**src/rtl/led_seq_pkg.sv**
```systemverilog
// led_seq_pkg: shared types and constants for the LED playback controller.
// Holds the controller state encoding, playback mode codes and default widths.
package led_seq_pkg;

    localparam int DEF_ADDR_W = 3;
    localparam int DEF_DIV_W  = 24;

    localparam logic [1:0] MODE_LOOP     = 2'b00;
    localparam logic [1:0] MODE_ONESHOT  = 2'b01;
    localparam logic [1:0] MODE_PINGPONG = 2'b10;

    typedef enum logic [1:0] {
        ST_IDLE  = 2'd0,
        ST_RUN   = 2'd1,
        ST_PAUSE = 2'd2,
        ST_DONE  = 2'd3
    } state_t;

endpackage

```
**src/rtl/led_seq_ctrl_if.sv**
```systemverilog
// led_seq_ctrl_if: control/config inputs and address outputs of the playback
// controller. The master side drives go/stop/pause/step and the window; the
// slave side (the controller) returns the address stream and status pulses.
interface led_seq_ctrl_if
    import led_seq_pkg::*;
#(
    parameter int ADDR_W = DEF_ADDR_W,
    parameter int DIV_W  = DEF_DIV_W
) ();

    logic              go;
    logic              stop;
    logic              pause;
    logic              step;
    logic [1:0]        mode;
    logic [ADDR_W-1:0] start_addr;
    logic [ADDR_W-1:0] end_addr;
    logic [DIV_W-1:0]  div_val;
    logic [ADDR_W-1:0] addr_out;
    logic              addr_stb;
    logic              busy;
    logic              done;
    logic              err;

    modport master (
        output go, stop, pause, step, mode, start_addr, end_addr, div_val,
        input  addr_out, addr_stb, busy, done, err
    );

    modport slave (
        input  go, stop, pause, step, mode, start_addr, end_addr, div_val,
        output addr_out, addr_stb, busy, done, err
    );

endinterface

```
**src/rtl/led_seq_prescaler.sv**
```systemverilog
// led_seq_prescaler: loadable dwell down-counter. While not frozen it counts
// down; the cycle it sits at zero it raises tick and reloads from load_val.
// An explicit load overrides everything, and freeze holds the count.
module led_seq_prescaler #(
    parameter int DIV_W = 24
) (
    input  logic             clk,
    input  logic             rst_n,
    input  logic             load,
    input  logic             freeze,
    input  logic [DIV_W-1:0] load_val,
    output logic             tick
);

    logic [DIV_W-1:0] cnt_q;

    assign tick = !freeze && (cnt_q == '0);

    // Count register: load, reload on tick, otherwise decrement unless frozen.
    always_ff @(posedge clk or negedge rst_n) begin
        if (!rst_n) begin
            cnt_q <= '0;
        end else if (load || tick) begin
            cnt_q <= load_val;
        end else if (!freeze) begin
            cnt_q <= cnt_q - 1'b1;
        end
    end

endmodule

```
**src/rtl/led_seq_ctrl.sv**
```systemverilog
// led_seq_ctrl: sequenced address source for the LED pattern memory.
// Plays the window start_addr..end_addr in loop, single-shot or ping-pong
// order with a programmable dwell, under run/pause/step/stop control.
// Build option: define LED_SEQ_PINGPONG_EN to enable ping-pong playback;
// without it the direction logic is absent and mode 2'b10 plays as loop.
module led_seq_ctrl
    import led_seq_pkg::*;
#(
    parameter int ADDR_W = DEF_ADDR_W,
    parameter int DIV_W  = DEF_DIV_W
) (
    input logic           clk,
    input logic           rst_n,
    led_seq_ctrl_if.slave bus
);

    state_t            state_q, state_d;
    logic [ADDR_W-1:0] addr_q, addr_d, adv_addr;
    logic [ADDR_W-1:0] start_sh, end_sh;
    logic [DIV_W-1:0]  div_sh, pre_val;
    logic [1:0]        mode_sh;
    logic              stb_q, stb_d, busy_q, busy_d, done_q, done_d, err_q, err_d;
    logic              load_sh, pre_load, run_en, tick, adv_fin, do_adv;
`ifdef LED_SEQ_PINGPONG_EN
    logic              dir_q, dir_d, adv_dir;  // 1 = walking down the window
`endif

    // The dwell counter only runs in RUN; stop and a rising pause swallow the tick.
    assign run_en = (state_q == ST_RUN) && !bus.stop && !bus.pause;

    led_seq_prescaler #(.DIV_W(DIV_W)) u_prescaler (
        .clk      (clk),
        .rst_n    (rst_n),
        .load     (pre_load),
        .freeze   (!run_en),
        .load_val (pre_val),
        .tick     (tick)
    );

    // Next address in playback order, and whether single-shot has finished.
    always_comb begin
        adv_addr = addr_q + 1'b1;
        adv_fin  = 1'b0;
`ifdef LED_SEQ_PINGPONG_EN
        adv_dir  = dir_q;
        if (mode_sh == MODE_PINGPONG) begin
            if (start_sh == end_sh) begin
                adv_addr = addr_q;
            end else if (!dir_q) begin
                if (addr_q == end_sh) begin
                    adv_addr = addr_q - 1'b1;
                    adv_dir  = 1'b1;
                end
            end else if (addr_q == start_sh) begin
                adv_dir = 1'b0;
            end else begin
                adv_addr = addr_q - 1'b1;
            end
        end else
`endif
        if (mode_sh == MODE_ONESHOT) begin
            adv_fin = (addr_q == end_sh);
        end else if (addr_q == end_sh) begin
            adv_addr = start_sh;
        end
    end

    // Control FSM: stop > go > pause > step > tick.
    always_comb begin
        state_d  = state_q;
        addr_d   = addr_q;
        stb_d    = 1'b0;
        done_d   = 1'b0;
        err_d    = 1'b0;
        load_sh  = 1'b0;
        pre_load = 1'b0;
        pre_val  = div_sh;
        do_adv   = 1'b0;
`ifdef LED_SEQ_PINGPONG_EN
        dir_d    = dir_q;
`endif
        case (state_q)
            ST_IDLE, ST_DONE: begin
                if (bus.stop) begin
                    state_d = ST_IDLE;
                end else if (bus.go) begin
                    if (bus.start_addr <= bus.end_addr) begin
                        state_d  = ST_RUN;
                        addr_d   = bus.start_addr;
                        stb_d    = 1'b1;
                        load_sh  = 1'b1;
                        pre_load = 1'b1;
                        pre_val  = bus.div_val;
`ifdef LED_SEQ_PINGPONG_EN
                        dir_d    = 1'b0;
`endif
                    end else begin
                        err_d = 1'b1;
                    end
                end
            end
            ST_RUN: begin
                if (bus.stop)       state_d = ST_IDLE;
                else if (bus.pause) state_d = ST_PAUSE;
                else if (tick)      do_adv  = 1'b1;
            end
            ST_PAUSE: begin
                if (bus.stop) begin
                    state_d = ST_IDLE;
                end else if (!bus.pause) begin
                    state_d = ST_RUN;
                end else if (bus.step) begin
                    do_adv   = 1'b1;
                    pre_load = 1'b1;
                end
            end
            default: state_d = ST_IDLE;
        endcase

        if (do_adv) begin
            if (adv_fin) begin
                state_d = ST_DONE;
                done_d  = 1'b1;
            end else begin
                addr_d = adv_addr;
                stb_d  = 1'b1;
`ifdef LED_SEQ_PINGPONG_EN
                dir_d  = adv_dir;
`endif
            end
        end
        busy_d = (state_d == ST_RUN) || (state_d == ST_PAUSE);
    end

    // State and registered outputs.
    always_ff @(posedge clk or negedge rst_n) begin
        if (!rst_n) begin
            state_q <= ST_IDLE;
            addr_q  <= '0;
            stb_q   <= 1'b0;
            busy_q  <= 1'b0;
            done_q  <= 1'b0;
            err_q   <= 1'b0;
        end else begin
            state_q <= state_d;
            addr_q  <= addr_d;
            stb_q   <= stb_d;
            busy_q  <= busy_d;
            done_q  <= done_d;
            err_q   <= err_d;
        end
    end

    // Shadow copy of the playback configuration, taken on an accepted go.
    always_ff @(posedge clk or negedge rst_n) begin
        if (!rst_n) begin
            start_sh <= '0;
            end_sh   <= '0;
            div_sh   <= '0;
            mode_sh  <= MODE_LOOP;
        end else if (load_sh) begin
            start_sh <= bus.start_addr;
            end_sh   <= bus.end_addr;
            div_sh   <= bus.div_val;
            mode_sh  <= bus.mode;
        end
    end

`ifdef LED_SEQ_PINGPONG_EN
    // Ping-pong direction; starts upward on every accepted go.
    always_ff @(posedge clk or negedge rst_n) begin
        if (!rst_n) dir_q <= 1'b0;
        else        dir_q <= dir_d;
    end
`endif

    assign bus.addr_out = addr_q;
    assign bus.addr_stb = stb_q;
    assign bus.busy     = busy_q;
    assign bus.done     = done_q;
    assign bus.err      = err_q;

endmodule

```
**src/flat_wrapper.sv**
```systemverilog
// flat-port wrapper written by rule: the top's interface ports become plain ports
module led_seq_ctrl_flat import led_seq_pkg::*;
#(
    parameter int ADDR_W = DEF_ADDR_W,
    parameter int DIV_W  = DEF_DIV_W
)
  (clk, rst_n, bus_go, bus_stop, bus_pause, bus_step, bus_mode, bus_start_addr, bus_end_addr, bus_div_val, bus_addr_out, bus_addr_stb, bus_busy, bus_done, bus_err);
  led_seq_ctrl_if #(.ADDR_W(ADDR_W), .DIV_W(DIV_W)) bus_i ();
  input logic clk;
  input logic rst_n;
  input wire logic [$bits(bus_i.go)-1:0] bus_go;
  input wire logic [$bits(bus_i.stop)-1:0] bus_stop;
  input wire logic [$bits(bus_i.pause)-1:0] bus_pause;
  input wire logic [$bits(bus_i.step)-1:0] bus_step;
  input wire logic [$bits(bus_i.mode)-1:0] bus_mode;
  input wire logic [$bits(bus_i.start_addr)-1:0] bus_start_addr;
  input wire logic [$bits(bus_i.end_addr)-1:0] bus_end_addr;
  input wire logic [$bits(bus_i.div_val)-1:0] bus_div_val;
  output wire logic [$bits(bus_i.addr_out)-1:0] bus_addr_out;
  output wire logic [$bits(bus_i.addr_stb)-1:0] bus_addr_stb;
  output wire logic [$bits(bus_i.busy)-1:0] bus_busy;
  output wire logic [$bits(bus_i.done)-1:0] bus_done;
  output wire logic [$bits(bus_i.err)-1:0] bus_err;
  assign bus_i.go = bus_go;
  assign bus_i.stop = bus_stop;
  assign bus_i.pause = bus_pause;
  assign bus_i.step = bus_step;
  assign bus_i.mode = bus_mode;
  assign bus_i.start_addr = bus_start_addr;
  assign bus_i.end_addr = bus_end_addr;
  assign bus_i.div_val = bus_div_val;
  assign bus_addr_out = bus_i.addr_out;
  assign bus_addr_stb = bus_i.addr_stb;
  assign bus_busy = bus_i.busy;
  assign bus_done = bus_i.done;
  assign bus_err = bus_i.err;
  led_seq_ctrl #(.ADDR_W(ADDR_W), .DIV_W(DIV_W)) u_core (.clk(clk), .rst_n(rst_n), .bus(bus_i));
endmodule
```
**config.mk**
```make
export PLATFORM = sky130hd
export DESIGN_NAME = led_seq_ctrl_flat
export DESIGN_NICKNAME = d
export VERILOG_FILES = /design/src/rtl/led_seq_pkg.sv /design/src/rtl/led_seq_ctrl_if.sv /design/src/rtl/led_seq_prescaler.sv /design/src/rtl/led_seq_ctrl.sv /design/src/flat_wrapper.sv
export SDC_FILE = /design/constraint.sdc
export NUM_CORES = 1
export LEC_CHECK = 0
export ABC_AREA = 0
export CORE_ASPECT_RATIO = 1.1
export CORE_MARGIN = 2
export CORE_UTILIZATION = 40
export CTS_BUF_LIST = sky130_fd_sc_hd__clkbuf_4
export DETAILED_ROUTE_END_ITERATION = 16
export DONT_BUFFER_PORTS = 1
export PLACE_DENSITY = 0.56
export SKIP_LAST_GASP = 1
export SLEW_MARGIN = 10
export SYNTH_ARGS = -nofsm -noshare
export SYNTH_HDL_FRONTEND = slang
export SYNTH_SLANG_ARGS = --single-unit
```
**constraint.sdc**
```tcl
create_clock -name clk -period 3.3 [get_ports clk]
set_input_delay 0.66 -clock clk [delete_from_list [all_inputs] [get_ports clk]]
set_output_delay 0.66 -clock clk [all_outputs]
set_load 0.01 [all_outputs]
```
==> flow_summary.html, run 1 <==
<table>
<tr><th>Metric</th><th>Value</th></tr>
<tr><th colspan="2">Layout</th></tr>
<tr><td>Final cell count without fillers</td><td>405</td></tr>
<tr><td>Share of layout cells above drive strength 1</td><td>25.5%</td></tr>
<tr><td>Antenna diode instance count</td><td>0</td></tr>
<tr><td>Final nets</td><td>338</td></tr>
<tr><td>Post-Layout Inst Area</td><td>0.00362 mm2</td></tr>
<tr><td>Layout Area Growth over Synthesis</td><td>8.06%</td></tr>
<tr><th colspan="2">CTS</th></tr>
<tr><td>Number of CTS-inserted buffers</td><td>9</td></tr>
<tr><td>Clock Sink Count</td><td>65</td></tr>
<tr><td>CTS clk-pin slew, worst paths</td><td>110 ps</td></tr>
<tr><td>PostCTS Resize Cnt</td><td>0</td></tr>
<tr><td>Clock tree from TritonCTS</td><td>built</td></tr>
<tr><td>Cell at the root of the clock tree</td><td>sky130_fd_sc_hd__clkbuf_4</td></tr>
<tr><td>Clock H-tree levels</td><td>3</td></tr>
<tr><td>Maximum count of clock buffers along a single path</td><td>2</td></tr>
<tr><td>Worst skew pair latency</td><td>420 ps</td></tr>
<tr><th colspan="2">STA</th></tr>
<tr><td>Setup TNS</td><td>0 ps</td></tr>
<tr><td>Period minus WS final</td><td>2690 ps</td></tr>
<tr><td>Worst setup skew after layout</td><td>19.2 ps</td></tr>
<tr><td>Fin crit share</td><td>81.5%</td></tr>
<tr><td>Max-slew violations</td><td>0</td></tr>
<tr><td>WHS</td><td>94.2 ps</td></tr>
<tr><td>Achievable Freq</td><td>0.372 GHz</td></tr>
<tr><td>Total count of hold-check failures in the final report</td><td>0</td></tr>
<tr><td>Post-route worst setup slack</td><td>610 ps</td></tr>
<tr><td>Actual transition at the worst max-transition pin</td><td>657 ps</td></tr>
<tr><td>Setup repair after global routing missed its margin</td><td>false</td></tr>
<tr><td>Setup violators final</td><td>0</td></tr>
<tr><td>Normalized max-slew margin</td><td>55.7%</td></tr>
<tr><th colspan="2">Critical path</th></tr>
<tr><td>Reg2Reg Setup Slack</td><td>610 ps</td></tr>
<tr><td>Endpoint of the most critical register-to-register path</td><td>u_core.u_prescaler.cnt_q[2]</td></tr>
<tr><td>Launching point of the worst reg2reg path</td><td>u_core.state_q[1]</td></tr>
<tr><td>Data required time at the worst endpoint</td><td>3600 ps</td></tr>
<tr><td>Reg2reg path depth</td><td>8</td></tr>
<tr><td>Worst-path maximum fanout</td><td>15</td></tr>
<tr><td>Type of element launching the critical path</td><td>register</td></tr>
<tr><td>Kind of end point of the critical path</td><td>register</td></tr>
<tr><td>Worst Setup Path Type</td><td>register to register</td></tr>
<tr><td>Arrival time worst endpoint</td><td>2980 ps</td></tr>
<tr><th colspan="2">Synth</th></tr>
<tr><td>Most common flop cell mapped by yosys</td><td>sky130_fd_sc_hd__dfrtp_1</td></tr>
<tr><td>Synth area leaders</td><td>sky130_fd_sc_hd__dfrtp_1 (49%), sky130_fd_sc_hd__mux2_4 (9.0%), sky130_fd_sc_hd__mux2_2 (8.7%), sky130_fd_sc_hd__xnor2_1 (5.2%), sky130_fd_sc_hd__ha_1 (3.4%)</td></tr>
<tr><td>Average cell area after synthesis</td><td>12.0 um2</td></tr>
<tr><td>Post-synthesis register bit count</td><td>65</td></tr>
<tr><td>Share of async-settable or async-resettable flops after synthesis</td><td>100%</td></tr>
<tr><td>Synth cell types</td><td>45</td></tr>
<tr><td>Mapped Nets</td><td>326</td></tr>
<tr><td>Sequential share of the synthesized area</td><td>48.5%</td></tr>
<tr><td>Top cell types by occurrence after synthesis</td><td>sky130_fd_sc_hd__dfrtp_1 (65), sky130_fd_sc_hd__nand2_1 (27), sky130_fd_sc_hd__mux2_2 (26)</td></tr>
<tr><td>Most repeated cell in the gate-level netlist after synthesis</td><td>sky130_fd_sc_hd__dfrtp_1</td></tr>
<tr><td>Area share of the leading cell type in the synthesized netlist</td><td>48.5%</td></tr>
<tr><td>Post-synth EDFFs</td><td>0</td></tr>
<tr><td>Cells after Synth</td><td>279</td></tr>
<tr><td>Cell taking the most area after synthesis</td><td>sky130_fd_sc_hd__dfrtp_1</td></tr>
<tr><td>Yosys warns</td><td>0</td></tr>
<tr><td>Summed instance area of the synthesized netlist</td><td>0.00335 mm2</td></tr>
<tr><th colspan="2">Die</th></tr>
<tr><td>Die Y</td><td>100 um</td></tr>
<tr><td>Overall die area</td><td>0.00913 mm2</td></tr>
<tr><td>Number of placement rows</td><td>35</td></tr>
<tr><td>Initial core utilization</td><td>40.5%</td></tr>
<tr><td>Placeable Area</td><td>0.00828 mm2</td></tr>
<tr><td>Io pins</td><td>45</td></tr>
<tr><td>Width of the chip</td><td>91.3 um</td></tr>
<tr><th colspan="2">Routing</th></tr>
<tr><td>Total Wirelength</td><td>6.15 mm</td></tr>
<tr><td># DRC</td><td>0</td></tr>
<tr><td>Avg Vias per Cell</td><td>5.06</td></tr>
<tr><td>Via Count</td><td>2050</td></tr>
<tr><td>Final routed wire length divided by cell count</td><td>15.2 um</td></tr>
<tr><td>Number of detailed-route iterations in the first pass</td><td>3</td></tr>
<tr><td>Post-route ant nets</td><td>0</td></tr>
<tr><td>Number of violations reported at the end of detailed-routing iteration 0</td><td>85</td></tr>
<tr><th colspan="2">Global routing</th></tr>
<tr><td>Sum of overflow across all layers after global routing</td><td>0</td></tr>
<tr><td>Via count of the first global-routing pass</td><td>2131</td></tr>
<tr><td>Maximum number of pins on one net before global-route repair</td><td>66</td></tr>
<tr><td>Initial antenna violation count</td><td>0</td></tr>
<tr><td>Global-route wire length before repair</td><td>10.6 mm</td></tr>
<tr><td>Global Route Usage Sum</td><td>15.0%</td></tr>
<tr><th colspan="2">Status</th></tr>
<tr><td>Result of the run</td><td>finished clean</td></tr>
<tr><th colspan="2">Hold path</th></tr>
<tr><td>Type of the worst min-delay path</td><td>input pin to asynchronous set/reset pin</td></tr>
<tr><th colspan="2">Place</th></tr>
<tr><td>IO buf count</td><td>0</td></tr>
<tr><td>GP Congestion</td><td>0.796</td></tr>
<tr><td>Number of instances in the placed design</td><td>390</td></tr>
<tr><td>Setup slack at placement</td><td>615 ps</td></tr>
<tr><td>Total half-perimeter wirelength after legalization and detailed placement</td><td>4.43 mm</td></tr>
<tr><td>Total cell area at the placement stage</td><td>0.00349 mm2</td></tr>
<tr><th colspan="2">Flow run</th></tr>
<tr><td>Max-cap check violation count</td><td>0</td></tr>
<tr><th colspan="2">Pwr</th></tr>
<tr><td>Leakage power of the design</td><td>1.60 nW</td></tr>
<tr><td>Power Dens Cells</td><td>740 mW/mm2</td></tr>
<tr><td>VDD IR-drop max</td><td>0.296 mV</td></tr>
</table>
## cell usage in the layout, fill, tap and decap left out, types with 2 or more instances in the layout
| master | n |
|---|---|
| sky130_fd_sc_hd__a21oi_1 | 5 |
| sky130_fd_sc_hd__a21o_1 | 2 |
| sky130_fd_sc_hd__nand2b_1 | 6 |
| sky130_fd_sc_hd__nor3_1 | 5 |
| sky130_fd_sc_hd__o221ai_1 | 3 |
| sky130_fd_sc_hd__mux2_2 | 26 |
| sky130_fd_sc_hd__xnor2_1 | 20 |
| sky130_fd_sc_hd__clkbuf_4 | 13 |
| sky130_fd_sc_hd__dfrtp_1 | 65 |
| sky130_fd_sc_hd__nand3_1 | 6 |
| sky130_fd_sc_hd__nand2_1 | 27 |
| sky130_fd_sc_hd__buf_4 | 8 |
| sky130_fd_sc_hd__or4_1 | 5 |
| sky130_fd_sc_hd__o21ai_0 | 8 |
| sky130_fd_sc_hd__nor2_1 | 11 |
| sky130_fd_sc_hd__mux2_4 | 20 |
| sky130_fd_sc_hd__xor2_1 | 6 |
| sky130_fd_sc_hd__inv_1 | 11 |
| sky130_fd_sc_hd__nand3b_1 | 5 |
| sky130_fd_sc_hd__ha_1 | 9 |
| sky130_fd_sc_hd__nand4b_1 | 3 |
| sky130_fd_sc_hd__nor4_1 | 6 |
| sky130_fd_sc_hd__mux2_1 | 2 |
## metal layers
metal	up-vias	global-route usage [%]	routed length, um
met1	996	20.0	2940
li1	1008	-	-
met5	-	0	0
met2	37	22.8	2850
met4	0	6.29	92
met3	9	4.65	271
## what timing repair did
action,4_1_cts,5_1_grt
setup buffers,0,0
hold buffers,1,0
endpoints found under the setup margin,0,0
endpoints found under the hold margin,65,0
## metrics by stage
stage               power (mW)  utilization (%)
finish                    2.68             43.8
detailed placement        2.24             42.2
CTS                       2.72             43.8
global route              2.89             43.8
global placement          2.22             42.2
floorplan                 2.07                -
## how the worst max path moves through the flow
stage                      startpoint                      endpoint  slack [ps]  depth (start not counted)
finish              u_core.state_q[1]   u_core.u_prescaler.cnt_q[2]         610                          8
global route        u_core.state_q[1]   u_core.u_prescaler.cnt_q[2]         400                          8
CTS                 u_core.state_q[1]   u_core.u_prescaler.cnt_q[2]         590                          8
detailed placement           bus_stop   u_core.u_prescaler.cnt_q[2]         610                          6
global placement             bus_stop   u_core.u_prescaler.cnt_q[3]         660                          6
floorplan             bus_end_addr[2]  u_core.u_prescaler.cnt_q[10]         460                          8
## worst max-delay path, stage by stage, from the launching register on
cell	delay, ps
sky130_fd_sc_hd__dfrtp_1	420
sky130_fd_sc_hd__inv_1	80
sky130_fd_sc_hd__ha_1	190
sky130_fd_sc_hd__or3b_1	490
sky130_fd_sc_hd__nor4_1	420
sky130_fd_sc_hd__nand4_1	140
sky130_fd_sc_hd__a22o_1	260
sky130_fd_sc_hd__buf_4	220
sky130_fd_sc_hd__mux2_1	330
## kinds of logic (layout without fill, tap and decap cells)
logic type / count (synthesis) / in the layout / share of synthesized area, %
buf+inv: 19 / 34 / 3.32
compound gates: 26 / 26 / 5.07
flops: 65 / 65 / 48.5
xor+xnor: 26 / 26 / 6.79
fa+ha+maj: 9 / 9 / 3.36
simple gates: 85 / 85 / 14.3
mux: 49 / 49 / 18.7
## registers in the layout, summed over array words and instances (netlist names)
name and count:
u_core.u_prescaler.cnt_q 24, u_core.bus.err 1, u_core.bus.done 1, u_core.start_sh 3, u_core.mode_sh 2, u_core.div_sh 24, u_core.bus.busy 1, u_core.bus.addr_out 3
u_core.end_sh 3, u_core.state_q 2, u_core.bus.addr_stb 1
## power breakdown
group / internal, mW / switching (mW) / total [mW]
registers: 1.11 / 0.236 / 1.34
clock network: 0.180 / 0.265 / 0.445
logic: 0.529 / 0.363 / 0.892
## cell type report
cell class | count | area (um2)
tap | 111 | 139
timing repair buffer | 9 | 87.6
inverter | 11 | 41.3
fill | 793 | 4650
clock inverter | 1 | 5.00
clock buffer | 13 | 97.6
multi-input combinational | 195 | 1630
sequential | 65 | 1630
Note: power is estimated with default switching activity, not from simulation.
==> run 2: changes to the inputs <==
--- a/config.mk
+++ b/config.mk
@@ -12,7 +12,7 @@
 export CTS_BUF_LIST = sky130_fd_sc_hd__clkbuf_4
 export DETAILED_ROUTE_END_ITERATION = 16
 export DONT_BUFFER_PORTS = 1
-export PLACE_DENSITY = 0.56
+export PLACE_DENSITY = 0.58
 export SKIP_LAST_GASP = 1
 export SLEW_MARGIN = 10
 export SYNTH_ARGS = -nofsm -noshare
==> constraint.sdc (replaced) <==
create_clock -name clk -period 2.2 [get_ports clk]
set_input_delay 0.44 -clock clk [delete_from_list [all_inputs] [get_ports clk]]
set_output_delay 0.44 -clock clk [all_outputs]
set_load 0.01 [all_outputs]
==> run 2 against run 1 <==
The flow now finishes with violations (negative setup slack). Critical path depth decreased by 2. Core utilization increased by 7.0 points. Sequential share of layout area decreased by 6.2 points. Largest cell class is now multi-input gates. Critical endpoint is now u_core.u_prescaler.cnt_q[16]. Hold slack improved by 1.7 ps. Routed wire length increased by 13%. Fmax increased by 18%. Register-to-register slack got worse by 700 ps. Power increased by 71%. Clock-buffer cell count decreased by 4. Via count increased by 11%. Clock power increased by 63%. Sequential power increased by 47%.
==> flow_summary.html, run 2 (synthesized netlist as in run 1, its figures left out) <==
<table>
<tr><th>Metric</th><th>Value</th></tr>
<tr><th colspan="2">Status</th></tr>
<tr><td>Result of the run</td><td>finished with violations</td></tr>
<tr><td>Failing checks</td><td>negative setup slack</td></tr>
<tr><th colspan="2">Routing</th></tr>
<tr><td>Post-route ant nets</td><td>0</td></tr>
<tr><td># DRC</td><td>0</td></tr>
<tr><td>Final routed wire length divided by cell count</td><td>15.2 um</td></tr>
<tr><td>Number of detailed-route iterations in the first pass</td><td>4</td></tr>
<tr><td>Total Wirelength</td><td>6.93 mm</td></tr>
<tr><td>Avg Vias per Cell</td><td>4.99</td></tr>
<tr><td>Number of violations reported at the end of detailed-routing iteration 0</td><td>61</td></tr>
<tr><td>Via Count</td><td>2269</td></tr>
<tr><th colspan="2">Critical path</th></tr>
<tr><td>Arrival time worst endpoint</td><td>2580 ps</td></tr>
<tr><td>Type of element launching the critical path</td><td>register</td></tr>
<tr><td>Data required time at the worst endpoint</td><td>2490 ps</td></tr>
<tr><td>Worst Setup Path Type</td><td>register to register</td></tr>
<tr><td>Worst-path maximum fanout</td><td>5</td></tr>
<tr><td>Kind of end point of the critical path</td><td>register</td></tr>
<tr><th colspan="2">CTS</th></tr>
<tr><td>Maximum count of clock buffers along a single path</td><td>2</td></tr>
<tr><td>CTS clk-pin slew, worst paths</td><td>110 ps</td></tr>
<tr><td>Clock tree from TritonCTS</td><td>built</td></tr>
<tr><td>Cell at the root of the clock tree</td><td>sky130_fd_sc_hd__clkbuf_4</td></tr>
<tr><td>Clock Sink Count</td><td>65</td></tr>
<tr><td>Number of CTS-inserted buffers</td><td>9</td></tr>
<tr><td>Worst skew pair latency</td><td>410 ps</td></tr>
<tr><td>Clock H-tree levels</td><td>3</td></tr>
<tr><th colspan="2">STA</th></tr>
<tr><td>Post-route worst setup slack</td><td>-85.0 ps</td></tr>
<tr><td>Period minus WS final</td><td>2290 ps</td></tr>
<tr><td>Actual transition at the worst max-transition pin</td><td>594 ps</td></tr>
<tr><td>Setup violators final</td><td>24</td></tr>
<tr><td>Normalized max-slew margin</td><td>60.1%</td></tr>
<tr><td>Setup repair after global routing missed its margin</td><td>true</td></tr>
<tr><td>Max-slew violations</td><td>0</td></tr>
<tr><td>WHS</td><td>95.9 ps</td></tr>
<tr><td>Fin crit share</td><td>104%</td></tr>
<tr><td>Total count of hold-check failures in the final report</td><td>0</td></tr>
<tr><td>Achievable Freq</td><td>0.438 GHz</td></tr>
<tr><td>Worst setup skew after layout</td><td>19.7 ps</td></tr>
<tr><th colspan="2">Layout</th></tr>
<tr><td>Commonest cells after routing, fill and taps aside</td><td>sky130_fd_sc_hd__dfrtp_1 (65), sky130_fd_sc_hd__buf_4 (48), sky130_fd_sc_hd__nand2_1 (27)</td></tr>
<tr><td>Antenna diode instance count</td><td>0</td></tr>
<tr><td>Layout Area Growth over Synthesis</td><td>25.2%</td></tr>
<tr><td>Final nets</td><td>387</td></tr>
<tr><td>Leading cell type in the layout, fill and taps excluded</td><td>sky130_fd_sc_hd__dfrtp_1</td></tr>
<tr><td>Final cell count without fillers</td><td>455</td></tr>
<tr><td>Largest registers</td><td>u_core.div_sh (24), u_core.u_prescaler.cnt_q (24)</td></tr>
<tr><td>Share of layout cells above drive strength 1</td><td>39.0%</td></tr>
<tr><th colspan="2">Global routing</th></tr>
<tr><td>Initial antenna violation count</td><td>0</td></tr>
<tr><td>Via count of the first global-routing pass</td><td>2384</td></tr>
<tr><td>Sum of overflow across all layers after global routing</td><td>0</td></tr>
<tr><td>Global Route Usage Sum</td><td>16.2%</td></tr>
<tr><td>Maximum number of pins on one net before global-route repair</td><td>66</td></tr>
<tr><td>Global-route wire length before repair</td><td>11.5 mm</td></tr>
<tr><th colspan="2">Die</th></tr>
<tr><td>Number of placement rows</td><td>35</td></tr>
<tr><td>Initial core utilization</td><td>40.5%</td></tr>
<tr><td>Die Y</td><td>100 um</td></tr>
<tr><td>Placeable Area</td><td>0.00828 mm2</td></tr>
<tr><td>Width of the chip</td><td>91.3 um</td></tr>
<tr><td>Io pins</td><td>45</td></tr>
<tr><td>Overall die area</td><td>0.00913 mm2</td></tr>
<tr><th colspan="2">Place</th></tr>
<tr><td>GP Congestion</td><td>0.787</td></tr>
<tr><td>Total half-perimeter wirelength after legalization and detailed placement</td><td>4.83 mm</td></tr>
<tr><td>Number of instances in the placed design</td><td>433</td></tr>
<tr><td>IO buf count</td><td>0</td></tr>
<tr><th colspan="2">Hold path</th></tr>
<tr><td>Type of the worst min-delay path</td><td>input pin to register</td></tr>
<tr><th colspan="2">Pwr</th></tr>
<tr><td>Power Dens Cells</td><td>1090 mW/mm2</td></tr>
<tr><td>VDD IR-drop max</td><td>0.508 mV</td></tr>
<tr><td>Leakage power of the design</td><td>1.91 nW</td></tr>
<tr><th colspan="2">Flow run</th></tr>
<tr><td>Max-cap check violation count</td><td>0</td></tr>
</table>
==> run 2: critical path, stage by stage, from the launching register on <==
cell and delay (ps):
sky130_fd_sc_hd__dfrtp_1 390, sky130_fd_sc_hd__or4_4 580, sky130_fd_sc_hd__nor4_4 320, sky130_fd_sc_hd__a31oi_4 130, sky130_fd_sc_hd__a22o_4 280, sky130_fd_sc_hd__clkbuf_16 180, sky130_fd_sc_hd__mux2_4 290
==> run 2: layer usage <==
metal | up-vias | share of wire [%] | GRT usage, %
met4 | 0 | 1.5 | 6.29
li1 | 1105 | - | -
met1 | 1117 | 44 | 19.8
met2 | 37 | 50 | 27.5
met3 | 10 | 3.6 | 4.20
met5 | - | 0 | 0
==> run 2: area by class of cell <==
| class | instances | area (um2) |
|---|---|---|
| fillers | 726 | 4080 |
| flip-flops and latches | 65 | 1630 |
| well taps | 111 | 139 |
| repair buffers | 58 | 546 |
| clock inverters | 6 | 50.0 |
| multi-input cells | 195 | 1730 |
| clock buffers | 9 | 67.6 |
| inverters | 11 | 41.3 |
==> run 2: metrics by stage <==
stage	setup TNS [ps]	area [um2]	utilization (%)	setup slack, ps	power, mW
final	-1490	4200	50.7	-85.0	4.58
after global routing	-2930	4200	50.7	-158	4.93
after CTS	-1100	4080	49.3	-74.7	4.56
after detailed placement	-2060	3870	46.7	-98.0	3.74
after global placement	-1050	3870	46.7	-52.4	3.68
after floorplan	-4290	3380	-	-204	3.13
==> run 2: final timing paths <==
path                                               from                           end  slack, ps  cells after the start
min reg2reg                          u_core.start_sh[1]            u_core.start_sh[1]        480                      2
min                                            bus_stop                u_core.bus.err        100                      1
max in group asynchronous                         rst_n              u_core.div_sh[2]       1360                      2
min in group asynchronous                         rst_n        u_core.bus.addr_out[0]        580                      2
max reg2reg                u_core.u_prescaler.cnt_q[11]  u_core.u_prescaler.cnt_q[16]        -90                      6
max                        u_core.u_prescaler.cnt_q[11]  u_core.u_prescaler.cnt_q[16]        -90                      6
==> run 2: power by group <==
group          internal, mW  switching, mW
Clock                 0.324          0.402
Sequential             1.66          0.305
Combinational          1.14          0.746
==> run 2: repair_timing <==
action | CTS | global route
endpoints found under the hold margin | 65 | 0
hold buffers | 2 | 0
cloned | 0 | 3
setup buffers | 2 | 0
setup endpoints to repair | 27 | 30
resized for setup | 10 | 12
pin swaps | 0 | 3
